===== src/rtl/median_filter_stream_pkg.sv =====
// Shared constants and helpers for the streaming median filter.
// Optional feature macro: MEDIAN_MINMAX_EN (adds window min/max outputs).
package median_filter_stream_pkg;

  // Largest supported window length.
  localparam int MED_WINDOW_MAX = 15;

  // Ceiling log2, usable in constant expressions.
  function automatic int clog2(input int v);
    int r;
    r = 0;
    for (int i = 0; i < 31; i++) begin
      if ((1 << i) < v) r = i + 1;
    end
    return r;
  endfunction

  // Rank of the median element within a window of length w.
  function automatic int med_idx(input int w);
    return (w - 1) / 2;
  endfunction

endpackage


===== src/rtl/median_filter_stream_rank_cell.sv =====
// Rank of one window element: how many elements sort before it.
// Equal values are ordered by index so that all ranks come out unique.
module median_rank_cell
  import median_filter_stream_pkg::*;
#(
  parameter int DATA_W = 4,
  parameter int WINDOW = 5,
  parameter int IDX_W  = clog2(WINDOW)
) (
  input  logic [DATA_W-1:0]        i_elem,
  input  logic [IDX_W-1:0]         i_idx,
  input  logic [WINDOW*DATA_W-1:0] i_win,
  output logic [IDX_W-1:0]         o_rank
);

  // Count strictly smaller elements plus equal elements at a lower index.
  always_comb begin
    o_rank = '0;
    for (int j = 0; j < WINDOW; j++) begin
      if ((i_win[j*DATA_W +: DATA_W] < i_elem) ||
          ((IDX_W'(j) < i_idx) && (i_win[j*DATA_W +: DATA_W] == i_elem))) begin
        o_rank = o_rank + IDX_W'(1);
      end
    end
  end

endmodule


===== src/rtl/median_filter_stream.sv =====
// Streaming sliding-window median filter with valid/ready on both sides.
// Optional feature macro: MEDIAN_MINMAX_EN (adds registered out_min/out_max).
module median_filter_stream
  import median_filter_stream_pkg::*;
#(
  parameter int DATA_W = 4,
  parameter int WINDOW = 5
) (
  input  logic              clk,
  input  logic              rst_n,
  input  logic              clear,
  input  logic              in_valid,
  output logic              in_ready,
  input  logic [DATA_W-1:0] in_data,
  output logic              out_valid,
  input  logic              out_ready,
  output logic [DATA_W-1:0] out_median
`ifdef MEDIAN_MINMAX_EN
  ,
  output logic [DATA_W-1:0] out_min,
  output logic [DATA_W-1:0] out_max
`endif
);

  localparam int IDX_W   = clog2(WINDOW);
  localparam int FILL_W  = clog2(WINDOW + 1);
  localparam int MED_IDX = med_idx(WINDOW);

  // Only odd windows in the supported range have a unique middle element.
  if ((WINDOW % 2 == 0) || (WINDOW < 3) || (WINDOW > MED_WINDOW_MAX)) begin : g_bad_window
    $error("median_filter_stream: WINDOW must be odd and within 3..15");
  end

  logic [DATA_W-1:0]        r_win [WINDOW];
  logic [FILL_W-1:0]        r_fill;
  logic                     r_out_valid;
  logic [DATA_W-1:0]        r_out_median;

  logic [DATA_W-1:0]        w_win_next [WINDOW];
  logic [WINDOW*DATA_W-1:0] w_win_bus;
  logic [IDX_W-1:0]         w_rank [WINDOW];
  logic [DATA_W-1:0]        w_median;
  logic                     w_accept;
  logic [FILL_W-1:0]        w_fill_next;
  logic                     w_qual;

  assign in_ready    = !r_out_valid || out_ready;
  assign w_accept    = in_valid && in_ready;
  assign w_fill_next = (r_fill == FILL_W'(WINDOW)) ? r_fill : r_fill + FILL_W'(1);
  assign w_qual      = w_accept && (w_fill_next == FILL_W'(WINDOW));

  // The median is ranked over the window as it will look after this accept.
  for (genvar gi = 0; gi < WINDOW; gi++) begin : g_cell
    if (gi == 0) begin : g_head
      assign w_win_next[gi] = in_data;
    end else begin : g_tail
      assign w_win_next[gi] = r_win[gi-1];
    end
    assign w_win_bus[gi*DATA_W +: DATA_W] = w_win_next[gi];

    median_rank_cell #(
      .DATA_W (DATA_W),
      .WINDOW (WINDOW),
      .IDX_W  (IDX_W)
    ) u_rank (
      .i_elem (w_win_next[gi]),
      .i_idx  (IDX_W'(gi)),
      .i_win  (w_win_bus),
      .o_rank (w_rank[gi])
    );
  end

`ifdef MEDIAN_MINMAX_EN
  logic [DATA_W-1:0] w_min;
  logic [DATA_W-1:0] w_max;
  logic [DATA_W-1:0] r_out_min;
  logic [DATA_W-1:0] r_out_max;

  // Pick median, min and max by matching unique ranks (one-hot select).
  always_comb begin
    w_median = '0;
    w_min    = '0;
    w_max    = '0;
    for (int i = 0; i < WINDOW; i++) begin
      if (w_rank[i] == IDX_W'(MED_IDX))    w_median = w_median | w_win_next[i];
      if (w_rank[i] == '0)                 w_min    = w_min    | w_win_next[i];
      if (w_rank[i] == IDX_W'(WINDOW - 1)) w_max    = w_max    | w_win_next[i];
    end
  end

  // Min/max share the median's load condition; valid and hold come for free.
  always_ff @(posedge clk or negedge rst_n) begin
    if (!rst_n) begin
      r_out_min <= '0;
      r_out_max <= '0;
    end else if (!clear && w_qual) begin
      r_out_min <= w_min;
      r_out_max <= w_max;
    end
  end

  assign out_min = r_out_min;
  assign out_max = r_out_max;
`else
  // Pick the median by matching its unique rank (one-hot select).
  always_comb begin
    w_median = '0;
    for (int i = 0; i < WINDOW; i++) begin
      if (w_rank[i] == IDX_W'(MED_IDX)) w_median = w_median | w_win_next[i];
    end
  end
`endif

  // Window shift register and saturating fill count; clear beats an accept.
  always_ff @(posedge clk or negedge rst_n) begin
    if (!rst_n) begin
      for (int k = 0; k < WINDOW; k++) r_win[k] <= '0;
      r_fill <= '0;
    end else if (clear) begin
      for (int k = 0; k < WINDOW; k++) r_win[k] <= '0;
      r_fill <= '0;
    end else if (w_accept) begin
      for (int k = 0; k < WINDOW; k++) r_win[k] <= w_win_next[k];
      r_fill <= w_fill_next;
    end
  end

  // Output register: reload on a full-window accept, else drop once taken.
  always_ff @(posedge clk or negedge rst_n) begin
    if (!rst_n) begin
      r_out_valid  <= 1'b0;
      r_out_median <= '0;
    end else if (clear) begin
      r_out_valid  <= 1'b0;
    end else if (w_qual) begin
      r_out_valid  <= 1'b1;
      r_out_median <= w_median;
    end else if (out_ready) begin
      r_out_valid  <= 1'b0;
    end
  end

  assign out_valid  = r_out_valid;
  assign out_median = r_out_median;

endmodule


===== config.mk =====
export PLATFORM = sky130hd
export DESIGN_NAME = median_filter_stream
export DESIGN_NICKNAME = d
export VERILOG_FILES = /design/src/rtl/median_filter_stream_pkg.sv /design/src/rtl/median_filter_stream_rank_cell.sv /design/src/rtl/median_filter_stream.sv
export SDC_FILE = /design/constraint.sdc
export NUM_CORES = 1
export LEC_CHECK = 0
export ABC_AREA = 1
export ABC_CLOCK_PERIOD_IN_PS = 3700
export BUFFER_PORTS_ARGS = -buffer_cell sky130_fd_sc_hd__buf_2
export CELL_PAD_IN_SITES_DETAIL_PLACEMENT = 1
export CELL_PAD_IN_SITES_GLOBAL_PLACEMENT = 2
export CORE_MARGIN = 2
export CORE_UTILIZATION = 37
export CTS_BUF_LIST = sky130_fd_sc_hd__clkbuf_8
export DETAILED_ROUTE_END_ITERATION = 8
export PLACE_DENSITY_LB_ADDON = 0.2
export SLEW_MARGIN = 15
export SYNTH_ARGS = -nofsm -noshare
export SYNTH_HDL_FRONTEND = slang
export SYNTH_SLANG_ARGS = --single-unit

===== constraint.sdc =====
create_clock -name clk -period 3.7 [get_ports clk]
set_input_delay 0.555 -clock clk [delete_from_list [all_inputs] [get_ports clk]]
set_output_delay 0.555 -clock clk [all_outputs]
set_load 0.005 [all_outputs]

==> summary.txt <==
Synth
  • Synthesized cell area: 0.00269 mm²
  • Mean instance size in the synthesized netlist: 7.14 µm²
  • Syn nets: 442
  • Number of library cell types mapped by synthesis: 28
  • Proportion of synthesized chip area in sequential cells: 0.224
  • Register bit count reported by yosys: 24
  • Cells after synthesis: 376
  • Number of warnings reported in the yosys synthesis log: 0

Critical path
  • Worst-path fanout max: 5
  • Critical R2R Launch: r_win[17]
  • Critical setup path kind: reg -> reg
  • Startpoint of the worst setup timing path: r_win[17]
  • Slowest cell on the critical path: sky130_fd_sc_hd__dfrtp_1
  • Setup slack on the worst flop-to-flop path: 290 ps
  • Top cell family by delay on the critical path: simple AND/OR/NAND/NOR gates
  • Critical Path AT: 3580 ps
  • Cell-by-cell listing of the critical path: inv_1, ha_1, inv_1, nor2_1, o21ai_0, nand2_1, a31oi_1, inv_1, ha_1, inv_1, nand4_1, nand2_1, inv_1, ha_1, nand4_1, nand2_1, nand3_1, nand3_1, nor2_1, nor2_1
  • Dominant cell type by count on the critical path: sky130_fd_sc_hd__inv_1
  • Startpoint kind of the worst setup timing path: flip-flop
  • Worst path required time: 3880 ps
  • Highest cell delay on the worst timing path: 500 ps
  • Buffers and inverters on the worst path: 5
  • Critical Path Sink Type: flip-flop

Clock network
  • Number of sinks on the clock net: 24
  • TritonCTS clock tree: built
  • Number of buffers inserted by post-CTS setup repair: 0
  • Hold buffer count at cts: 0
  • Clock buffers created by TritonCTS: 3
  • Clock transition time at the flip-flop clock pins of the worst setup and hold paths: 90 ps
  • Clock Latency Late Sink: 280 ps
  • H-tree levels: 1
  • Number of buffers on the longest clock path: 2
  • Root Buffer Master: sky130_fd_sc_hd__clkbuf_8
  • Resized Gates After CTS: 0

Detailed routing
  • Routed Antenna Nets: 0
  • Vias per inst: 5.12
  • Routed wire length per instance: 16.4 µm
  • WL final: 8140 µm
  • Post-detailed-route DRC marker count: 0
  • Total via count in the routed design: 2533
  • Iteration-0 DRC Markers: 89
  • Pre-antenna DRT Iters: 4

Global route
  • First-pass GRT wire length: 13100 µm
  • Grt met1 use: 0.288
  • Overall routing resource usage: 0.218
  • Most congested layer reported by global routing: met2
  • Number of antenna violations at the first check in global routing: 0
  • GR Util met2: 0.388
  • Total global routing overflow: 0
  • Number of global-route vias before repair: 2492
  • GR Layer Usage met3: 0.0166
  • Maximum number of pins on one net before global-route repair: 25

Floorplan
  • Die height: 89.2 µm
  • Num ports: 15
  • Floorplan die area: 0.00796 mm²
  • Area of the core: 0.00714 mm²
  • FP Rows: 31
  • Effective utilization at floorplan: 0.376
  • Width of the die: 89.2 µm

Timing
  • Clk_skew: 3.47 ps
  • Fin. max-slew vios: 0
  • Final worst-path cycle share: 0.920
  • Worst hold-check slack: 261 ps
  • Final Hold Fails: 0
  • Setup-violating endpoint count in the final report: 0
  • Actual transition at the worst max-transition pin: 644 ps
  • Sum Neg Setup Slack: 0 ps
  • Min Tclk post-route: 3410 ps
  • Achievable frequency: 294 MHz
  • Unrepaired setup endpoints after global routing: false
  • Max-Slew Margin vs Limit: 0.569
  • Setup slack of the critical path after layout: 295 ps

Power
  • Switching Power: 0.000403 W
  • Power density of the placed cells: 322 mW/mm²
  • Switching Fraction: 0.423
  • Cell internal power dissipation: 0.000550 W
  • Static leakage: 1.66 nW
  • Proportion of power drawn by combinational gates: 0.470
  • Peak supply drop: 0.105 mV
  • Proportion of power drawn by the clock network: 0.200
  • Relative contribution of sequential cells to total power: 0.329

Placed design
  • Post-Place Cells: 491
  • Number of port buffers: 14
  • Half-perimeter wire length after detailed placement: 6710 µm
  • Pre-CTS WS: 141 ps
  • Routability Congestion: 0.816

Layout
  • Fraction of final layout cells sized beyond drive strength 1: 0.104
  • Layout Area Growth over Synthesis: 10.1%
  • Final cell count without fillers: 495
  • Diodes inserted: 0
  • Fill cell count: 955
  • Nets: 463
  • Share of the core filled with cells: 0.414

Job
  • Number of max-capacitance violations reported: 0

Run status
  • Status: complete, no violations

Min path
  • Classification of the worst-slack hold path: in -> async
-- cells in the final DEF (no fill, tap or decap), drive strengths merged, types with 2 or more instances in the layout --
cell    Yosys  layout
nand3b      4       4
clkinv      2       2
nor2       24      24
nand2      80      80
buf         0      18
nand4       8       8
a31oi       5       5
clkbuf      2       4
o22ai      14      14
a21oi      11      11
ha         57      57
xor2        2       2
inv        75      75
nand3      48      48
dfrtp      24      24
o21ai      15      15
-- cells in the mapped netlist --
cell | count | area share
sky130_fd_sc_hd__nand3b_1 | 4 | 0.011
sky130_fd_sc_hd__xnor2_1 | 1 | 0.0033
sky130_fd_sc_hd__xor2_1 | 1 | 0.0033
sky130_fd_sc_hd__clkbuf_1 | 2 | 0.0028
sky130_fd_sc_hd__a32oi_1 | 1 | 0.0033
sky130_fd_sc_hd__nor2_1 | 23 | 0.032
sky130_fd_sc_hd__nand2_1 | 74 | 0.10
sky130_fd_sc_hd__nand4_1 | 8 | 0.019
sky130_fd_sc_hd__inv_2 | 5 | 0.0070
sky130_fd_sc_hd__o22ai_1 | 14 | 0.033
sky130_fd_sc_hd__nor2_4 | 1 | 0.0042
sky130_fd_sc_hd__o21ai_0 | 14 | 0.026
sky130_fd_sc_hd__a21oi_1 | 9 | 0.017
sky130_fd_sc_hd__nand3_2 | 3 | 0.011
sky130_fd_sc_hd__dfrtp_1 | 24 | 0.22
sky130_fd_sc_hd__nand2_4 | 1 | 0.0042
sky130_fd_sc_hd__nand2_2 | 5 | 0.012
sky130_fd_sc_hd__xor2_2 | 1 | 0.0061
sky130_fd_sc_hd__ha_1 | 57 | 0.27
sky130_fd_sc_hd__a21o_1 | 1 | 0.0028
sky130_fd_sc_hd__o21ai_2 | 1 | 0.0033
sky130_fd_sc_hd__nor3_1 | 1 | 0.0019
sky130_fd_sc_hd__inv_1 | 70 | 0.098
sky130_fd_sc_hd__a31oi_1 | 5 | 0.012
sky130_fd_sc_hd__o21bai_1 | 1 | 0.0028
sky130_fd_sc_hd__a21oi_2 | 2 | 0.0065
sky130_fd_sc_hd__clkinv_1 | 2 | 0.0028
sky130_fd_sc_hd__nand3_1 | 45 | 0.084
-- metrics by stage --
step / total power [W] / instance area (µm²)
floorplan: 0.000629 / 2690
global placement: 0.000752 / 2900
detailed placement: 0.000772 / 2900
CTS: 0.000964 / 2960
global route: 0.00105 / 2960
finish: 0.000953 / 2960
-- worst reg2reg max path, stage by stage (launching register included) --
cell	delay, ps
sky130_fd_sc_hd__dfrtp_1	500
sky130_fd_sc_hd__inv_1	140
sky130_fd_sc_hd__ha_1	350
sky130_fd_sc_hd__inv_1	70
sky130_fd_sc_hd__nor2_1	40
sky130_fd_sc_hd__o21ai_0	140
sky130_fd_sc_hd__nand2_1	140
sky130_fd_sc_hd__a31oi_1	320
sky130_fd_sc_hd__inv_1	80
sky130_fd_sc_hd__ha_1	330
sky130_fd_sc_hd__inv_1	70
sky130_fd_sc_hd__nand4_1	110
sky130_fd_sc_hd__nand2_1	110
sky130_fd_sc_hd__inv_1	50
sky130_fd_sc_hd__ha_1	280
sky130_fd_sc_hd__nand4_1	90
sky130_fd_sc_hd__nand2_1	110
sky130_fd_sc_hd__nand3_1	100
sky130_fd_sc_hd__nand3_1	90
sky130_fd_sc_hd__nor2_1	130
sky130_fd_sc_hd__nor2_1	50
-- final timing paths --
| kind | endpoint | cells past startpoint |
|---|---|---|
| max reg2reg | out_median[0] | 20 |
| max in group asynchronous | out_median[2] | 1 |
| max | out_median[0] | 20 |
| min reg2reg | out_median[0] | 2 |
| min | r_fill[0] | 1 |
| min in group clk | out_valid | 2 |
-- sequential cells by signal, indices dropped and copies added, names as in the netlist --
register / cells
out_median: 4
r_win: 16
out_valid: 1
r_fill: 3
-- power by group through the flow --
stage / sequential [W] / clock [W] / combinational, W
after global placement: 0.000319 / 0 / 0.000433
final: 0.000314 / 0.000191 / 0.000448
after CTS: 0.000314 / 0.000195 / 0.000455
after floorplan: 0.000317 / 0 / 0.000312
after detailed placement: 0.000320 / 0 / 0.000452
after global routing: 0.000318 / 0.000210 / 0.000527
-- layer usage --
| layer | share of wire | wire (µm) | vias up |
|---|---|---|---|
| met5 | 0 | 0 | - |
| met4 | 0.014 | 116 | 0 |
| met3 | 0.022 | 177 | 7 |
| met2 | 0.49 | 3970 | 31 |
| met1 | 0.48 | 3880 | 1203 |
| li1 | - | - | 1292 |
-- logic make-up after synthesis --
kind of cell               after synthesis  share of synthesized area
and+or+nand+nor                        165                      0.282
buffers and inverters                   79                      0.110
adders and majority gates               57                      0.265
AOI/OAI and AO/OA                       48                      0.106
DFF                                     24                      0.224
xor gates and xnor gates                 3                     0.0126
-- area by class of cell --
class | count | area, µm² | share of cell area
multi-input cells | 273 | 1790 | 0.605
flip-flops and latches | 24 | 601 | 0.203
inverters | 77 | 289 | 0.0977
well taps | 99 | 124 | 0.0419
repair buffers | 18 | 100 | 0.0338
clock buffers | 4 | 55.1 | 0.0186
Power figures use the tool's default switching activity.
